**src/rtl/hazard_scoreboard.sv**
```systemverilog
// Per-register countdown scoreboard: detects RAW/WAW hazards for the ID stage and drives
// stall/flush controls combinationally; counters freeze under mem_hold and keep draining on redirect.
module hazard_scoreboard #(
  parameter int NREG     = 32,
  parameter int NSRC     = 3,
  parameter int CW       = 3,
  parameter int LAT_ALU  = 0,
  parameter int LAT_LOAD = 1,
  parameter int LAT_MUL  = 2,
  parameter int BR_EXTRA = 1
) (
  input  logic              clk,
  input  logic              rst_n,
  input  logic              id_valid,
  input  logic [NSRC*5-1:0] src_no,
  input  logic [NSRC-1:0]   src_used,
  input  logic              is_compare,
  input  logic [4:0]        dst_no,
  input  logic              dst_we,
  input  logic [1:0]        lat_class,
  input  logic              mem_hold,
  input  logic              redirect,
  output logic              id_we,
  output logic              pc_we,
  output logic              ex_flush,
  output logic              id_flush,
  output logic [NREG-1:0]   busy_vec,
  output logic [31:0]       stall_cnt
);

  localparam logic [5:0] NREG_W = 6'(NREG);

  logic [CW-1:0]   cnt_q [NREG];
  logic [CW-1:0]   cnt_d [NREG];
  logic [NREG-1:0] recent_q, recent_d;
  logic [31:0]     stall_cnt_q, stall_cnt_d;
  logic [CW-1:0]   lat_sel;
  logic            raw, waw, stall, hold, issue;

  function automatic logic tracked(input logic [4:0] r);
    return (r != 5'd0) && ({1'b0, r} < NREG_W);
  endfunction

  always_comb begin
    case (lat_class)
      2'd1:    lat_sel = CW'(LAT_LOAD);
      2'd2:    lat_sel = CW'(LAT_MUL);
      default: lat_sel = CW'(LAT_ALU);
    endcase
  end

  // A compare resolves in ID, so it also waits out the cycle right after its producer issued.
  always_comb begin
    raw = 1'b0;
    for (int i = 0; i < NSRC; i++) begin
      if (src_used[i] && tracked(src_no[i*5 +: 5])) begin
        if (cnt_q[src_no[i*5 +: 5]] != '0) raw = 1'b1;
        if (is_compare && (BR_EXTRA != 0) && recent_q[src_no[i*5 +: 5]]) raw = 1'b1;
      end
    end
  end

  assign waw   = dst_we && tracked(dst_no) && (lat_sel < cnt_q[dst_no]);
  assign hold  = mem_hold & rst_n;
  assign stall = id_valid & ~redirect & (raw | waw);
  assign issue = id_valid & ~stall & ~redirect & ~hold;

  assign id_we     = ~stall & ~hold;
  assign pc_we     = ~stall & ~hold;
  assign ex_flush  = stall & ~hold;
  assign id_flush  = redirect;
  assign stall_cnt = stall_cnt_q;

  always_comb begin
    for (int r = 0; r < NREG; r++) begin
      busy_vec[r] = (r != 0) && (cnt_q[r] != '0);
    end
  end

  always_comb begin
    for (int r = 0; r < NREG; r++) begin
      cnt_d[r] = cnt_q[r];
    end
    recent_d    = recent_q;
    stall_cnt_d = stall_cnt_q;
    if (!hold) begin
      for (int r = 0; r < NREG; r++) begin
        cnt_d[r] = (cnt_q[r] != '0) ? cnt_q[r] - CW'(1) : '0;
      end
      recent_d = '0;
      if (issue && dst_we && tracked(dst_no)) begin
        cnt_d[dst_no]    = lat_sel;
        recent_d[dst_no] = 1'b1;
      end
      if (stall && (stall_cnt_q != 32'hFFFF_FFFF)) stall_cnt_d = stall_cnt_q + 32'd1;
    end
    cnt_d[0]    = '0;
    recent_d[0] = 1'b0;
  end

  always_ff @(posedge clk or negedge rst_n) begin
    if (!rst_n) begin
      for (int r = 0; r < NREG; r++) begin
        cnt_q[r] <= '0;
      end
      recent_q    <= '0;
      stall_cnt_q <= '0;
    end else begin
      for (int r = 0; r < NREG; r++) begin
        cnt_q[r] <= cnt_d[r];
      end
      recent_q    <= recent_d;
      stall_cnt_q <= stall_cnt_d;
    end
  end

endmodule

```
**config.mk**
```make
export PLATFORM = sky130hd
export DESIGN_NAME = hazard_scoreboard
export DESIGN_NICKNAME = d
export VERILOG_FILES = /design/src/rtl/hazard_scoreboard.sv
export SDC_FILE = /design/constraint.sdc
export NUM_CORES = 1
export LEC_CHECK = 0
export CORE_MARGIN = 2
export CORE_UTILIZATION = 30
export DETAILED_ROUTE_END_ITERATION = 8
export PLACE_DENSITY = 0.48
export SYNTH_ARGS = -nofsm -noshare
export SYNTH_HDL_FRONTEND = slang
export SYNTH_SLANG_ARGS = --single-unit
```
**constraint.sdc**
```tcl
create_clock -name clk -period 17.5 [get_ports clk]
set_input_delay 4.375 -clock clk [delete_from_list [all_inputs] [get_ports clk]]
set_output_delay 4.375 -clock clk [all_outputs]
set_load 0.02 [all_outputs]
```
# ---- Word-level counts from Yosys, hierarchy flattened
# Index checks and enable logic that the tools add are counted.
dict set report classes {
  magnitude_cmp 11
  mux 66
  add_sub_neg 32
  reduce_logical 52
  n_eq_ne 3
  bitwise 16
}
# cell n
set op_table {}
lappend op_table {{two-way mux 3 bit} 40}
lappend op_table {{nonzero test 3 bit} 34}
lappend op_table {{bitwise mux 96 bit} 1}
lappend op_table {{two-way mux 93 bit} 1}
lappend op_table {{subtractor 3 x 1 -> 3 bit (second input constant)} 31}
lappend op_table {{binary-select mux 3 bit (select 5 bit)} 4}
lappend op_table {{adder 32 x 1 -> 32 bit (second input constant)} 1}
lappend op_table {{two-way mux 32 bit} 1}
lappend op_table {{!= test 32 bit (second input constant)} 1}
lappend op_table {{>= comparator 6 bit (second input constant)} 4}
lappend op_table {{less-than comparator 5 x 6 -> 1 bit (second input constant)} 4}
lappend op_table {{inverter 5 -> 6 bit} 4}
lappend op_table {{nonzero test 5 bit} 4}
lappend op_table {{binary-select mux 1 bit (select 5 bit)} 3}
lappend op_table {{demux 3 bit (select 5 bit)} 1}
lappend op_table {{logical AND 1 bit} 13}
lappend op_table {{two-way mux 1 bit} 13}
lappend op_table {{AND 1 bit} 8}
lappend op_table {{less-than comparator 6 x 1 -> 1 bit (second input constant)} 1}
lappend op_table {{demux 1 bit (select 5 bit)} 1}
lappend op_table {{>= comparator 5 x 1 -> 1 bit (second input constant)} 1}
lappend op_table {{case mux 2 bit (2 select lines)} 1}
lappend op_table {{less-than comparator 2 x 3 -> 1 bit} 1}
lappend op_table {{inverter 1 bit} 3}
lappend op_table {{4 further kinds} 4}
dict set report word_totals {
  inputBits 32
  elab_cells 213
  ff_bits 156
  out_inout_bits 68
}

# ---- Depth between registers and ports, before layout
dict set report depth {
  word_depth 23
  depth_mapped 18
  mapped_depth_nobuf 13
}

# ---- Worst setup path after synthesis
# Ideal clock, no wire load.
dict set report synth_timing {
  path_kind {input to output}
  from {input port dst_no[1]}
  to {output port pc_we}
  arrival_ns 8.548
  cell_stages 17
  n_path_buf 7
  setup_slack_ns 4.577
  cell_sequence {buf_2 -> buf_1 -> buf_1 -> buf_1 -> mux4_2 -> a22oi_1 -> and3_1 -> ha_1 -> nand3_1 -> a311o_1 -> o31ai_1 -> o311a_1 -> nand4_1 -> buf_6 -> clkbuf_1 -> a31oi_1 -> buf_4}
}
dict set report synth_via {
  elab_chain_cells 10
  elab_cells_between_ends 12
  classes_between {order compare (1); mux (3); bitwise (5); reduce/logical (3)}
}
# item line
set synth_lines {}
lappend synth_lines {{start: declaration} 18} ;# input logic [4:0] dst_no,
lappend synth_lines {{inverter 5 -> 6 bit (implied by the code)} 63} ;# assign waw = dst_we && tracked(dst_no) && (lat_sel < cnt_q[dst_no]);
lappend synth_lines {{binary-select mux 3 bit (select 5 bit)} 63}
lappend synth_lines {{two-way mux 3 bit (implied by the code) (2 in series)} 63}
lappend synth_lines {{less-than comparator 2 x 3 -> 1 bit} 63}
lappend synth_lines {{logical AND 1 bit (*)} 63}
lappend synth_lines {{bitwise OR 1 bit (*)} 65} ;# assign stall = id_valid & ~redirect & (raw | waw);
lappend synth_lines {{AND 1 bit (*)} 65}
lappend synth_lines {{inverter 1 bit (*)} n/a}
lappend synth_lines {{AND 1 bit (*)} n/a}
lappend synth_lines {{end: declaration} 24} ;# output logic pc_we,
# Mark *: on every way between the ends. The rest lies on a longest branch, timed or not. The select of a mux whose other input is x is not followed.

# ---- Final worst setup path
dict set report layout_timing {
  from {input port dst_no[4]}
  to {output port pc_we}
}
dict set report layout_via {
  elab_chain_cells 10
  elab_cells_between_ends 12
  classes_between {order compare (1); mux (3); bitwise (5); reduce/logical (3)}
}
# item line
set layout_lines {}
lappend layout_lines {{inverter 5 -> 6 bit (implied by the code)} 63}
lappend layout_lines {{binary-select mux 3 bit (select 5 bit)} 63}
lappend layout_lines {{two-way mux 3 bit (implied by the code) (2 in series)} 63}
lappend layout_lines {{less-than comparator 2 x 3 -> 1 bit} 63}
lappend layout_lines {{logical AND 1 bit (*)} 63}
lappend layout_lines {{bitwise OR 1 bit (*)} 65}
lappend layout_lines {{AND 1 bit (*)} 65}
lappend layout_lines {{inverter 1 bit (*)} 69} ;# assign pc_we = ~stall & ~hold;
lappend layout_lines {{AND 1 bit (*)} 69}
# Marks and branches as above.

==> flow_summary.ini <==
[status]
status = completed

[worst_setup_path]
path_common_cell = clkdlybuf4s50_1
critical_path.startpoint_type = primary input
path_buf_inv = 2
path_cells = clkdlybuf4s50_1 > or3_1 > o21ai_0 > a221oi_1 > and3_1 > ha_1 > nand3_1 > a311o_1 > o31ai_1 > o311a_1 > nand4_1 > a31oi_1 > clkdlybuf4s50_1
cp_max_fo = 23
cpPeakStageDelay_ps = 780
crit_slowest_cell = clkdlybuf4s50_1
cp_data_arrival_time_ps = 9130
critPathCaptureType = primary output
path_delay_family = compound AO/OA/AOI/OAI gates
path_class = primary input to primary output
worst_ep_required_time_ps = 13120

[synth]
async_flop_share_pct = 100
syn_area_um2 = 11600
synth-edff-count = 0
syn-mean-instance-area_um2 = 9.20
synthFlopType = dfrtp_1
yosys_warnings = 0
synth_nets = 1353
synth_cell_types = 65
ys_seq_area_share_pct = 33.7
synth-seq-cells = 156
synthCells = 1259

[clock_network]
clk_path_buf_depth = 2
clock_latency_ps = 460
cts_hold_buf = 0
htree_levels = 4
clk_pin_slew_ps = 70
cts_root_buffer = clkbuf_16
postCtsSetupRepairBufs = 0
clock-sinks = 156
cts_tree = yes
cts_resized = 0
cts_buffers = 17

[grt]
grt-ovfl-total = 0
grt_pass1_wl_um = 64800
grt_pass1_vias = 10100
track_usage_pct = 21.1
grt_start_max_net_pins = 88
antenna_found_initial = 1

[die]
core_area_um2 = 37800
start_util_pct = 30.6
io_pins = 100
placementRows = 71
die_area_um2 = 40200
die_h_um = 201
fp.dieW_um = 201

[timing]
fin_worst_skew_ps = 18.5
slew_viol_final = 0
rsz0062_at_grt = no
finalHoldViolCount = 0
worst_pin_slew_ps = 1050
setup-violations-final = 0
min_period_over_period_pct = 77.2
fin_crit_ps = 13500
holdWs_ps = 495
fin_tns_setup_ps = 0
slew_headroom_pct = 30.0
max_freq_mhz = 74.1

[detailed_routing]
wire_per_inst_um = 23.3
via_per_inst = 5.71
first_pass_iters = 5
routed_wl_um = 42500
num_vias = 10400
drt_iter0_markers = 1047
drc_errors = 0
ant_nets = 0

[cells_and_area]
nets = 1395
regArea_um2 = 3900
final_cells = 1826
multiInputGateArea_um2 = 6910
utilization_pct = 35.7
synthToLayoutAreaGrowth_pct = 16.7
nFillCells = 3865
drive_gt1_share_pct = 12.2

[place]
place.port_buffers = 98
dp_hpwl_um = 31000
gp_congestion = 0.903
placedCellCount = 1793

[pwr]
p_leak_nw = 5.85
powerDensity_nw_per_um2 = 95.2
ir_drop_mv = 0.0831

[worst_hold_path]
min_path_type = flip-flop to flip-flop

[flow_run]
drv_cap = 0
-- per-stage QoR --
step	total power, mW	worst slack [ps]	cell area, µm²
floorplan	0.698	4580	11600
global placement	0.874	4250	12900
detailed placement	0.876	4170	12900
CTS	1.30	4130	13500
global route	1.35	3860	13500
finish	1.29	4000	13500
-- cell usage after synthesis, types with 11 or more instances --
cell      instances  area share (%)
nor3_1           52             2.2
or2_2            32             1.7
ha_1             62             6.7
nor2_1           53             1.7
a22oi_1          31             2.0
dfrtp_1         156              34
and3_1           26             1.4
mux4_2           43             8.4
mux2i_1          24             2.1
nor4_1           16            0.86
o22ai_1          34             1.8
a21o_1           26             1.7
a21oi_1          22            0.95
xnor2_1          31             2.3
nor3_2           14             1.2
mux2_2           15             1.5
o21ai_0          12            0.52
buf_2            15            0.65
nand3_1          42             1.8
or3_1            42             2.3
nand2_1         145             4.7
o221ai_1         48             3.6
inv_1           103             3.3
clkbuf_1         52             1.7
o31ai_1          11            0.71
-- cell families (layout without fill, tap and decap cells) --
| family | count (synthesis) | after routing | share of synthesized area [%] |
|---|---|---|---|
| AO/OA/AOI/OAI | 245 | 245 | 15.7 |
| XOR/XNOR | 31 | 31 | 2.34 |
| adder cells (fa/ha/maj) | 62 | 62 | 6.70 |
| buffers and inverters | 188 | 243 | 6.71 |
| flip-flops | 156 | 156 | 33.7 |
| multiplexers | 82 | 82 | 11.9 |
| other | 1 | 2 | 0.0324 |
| AND/OR/NAND/NOR | 494 | 494 | 23.0 |
-- area by class of cell --
class                   count  share of cell area, %
clock buffers              18                   3.25
repair buffers            108                   7.74
multi-input cells         915                   51.1
inverters                 103                   2.86
flip-flops and latches    156                   28.9
clock inverters            14                   1.44
diodes                      1                 0.0185
well taps                 511                   4.73
-- worst paths after layout --
path / startpoint / end / slack (ps) / cells after the start
max: dst_no[4] / pc_we / 4000 / 13
min: stall_cnt[28] / stall_cnt[28] / 500 / 1
max reg2reg: cnt_q[34] / cnt_q[28] / 12410 / 15
min reg2reg: stall_cnt[28] / stall_cnt[28] / 500 / 1
max in group asynchronous: rst_n / recent_q[8] / 11990 / 2
min in group asynchronous: rst_n / cnt_q[17] / 3960 / 1
-- registers in the layout (all words and copies together) (netlist names) --
name	flops
cnt_q	93
stall_cnt	32
recent_q	31
-- power by group --
| part | internal [mW] | switching, mW | total (mW) | leakage, nW |
|---|---|---|---|---|
| logic | 0.178 | 0.247 | 0.425 | 3.39 |
| registers | 0.389 | 0.0586 | 0.448 | 2.16 |
| clock network | 0.234 | 0.180 | 0.415 | 0.310 |
| total | 0.802 | 0.486 | 1.29 | 5.85 |
-- worst register-to-register path, stage by stage, from the launching register on --
cell and delay, ps:
dfrtp_1 470, mux4_2 480, nand2_1 80, o21ai_0 170
a221oi_1 300, and3_1 230, ha_1 200, nand3_1 100
a311o_1 380, o31ai_1 310, o311a_1 240, nand4_1 260
buf_4 320, buf_4 350, nor3_1 810, o221ai_1 250
-- per-layer routing --
metal / vias up / GRT usage (%) / wire (µm)
met5: - / 0 / 0
met4: 0 / 6.61 / 821
met3: 51 / 4.77 / 3180
met2: 422 / 31.3 / 18800
met1: 5258 / 30.3 / 19700
li1: 4699 / - / -
-- cell usage in the layout (no fill, tap or decap), drive strengths merged, types with 7 or more instances in the layout --
master / count
o211ai: 9
o31ai: 11
nor3: 67
a211oi: 10
o21ai: 12
mux2: 15
inv: 111
nand4: 9
or3: 42
nor2b: 9
o221ai: 48
ha: 62
nand2b: 10
a22o: 9
a31oi: 7
a21o: 26
o22ai: 34
mux4: 43
clkbuf: 18
or2: 32
clkdlybuf4s50: 95
dfrtp: 156
mux2i: 24
nand2: 145
a22oi: 31
nor2: 53
buf: 13
and3: 26
and2: 9
nand3: 43
nor4: 19
xnor2: 31
a21oi: 22
No activity file was read; power rests on OpenSTA's default activity.
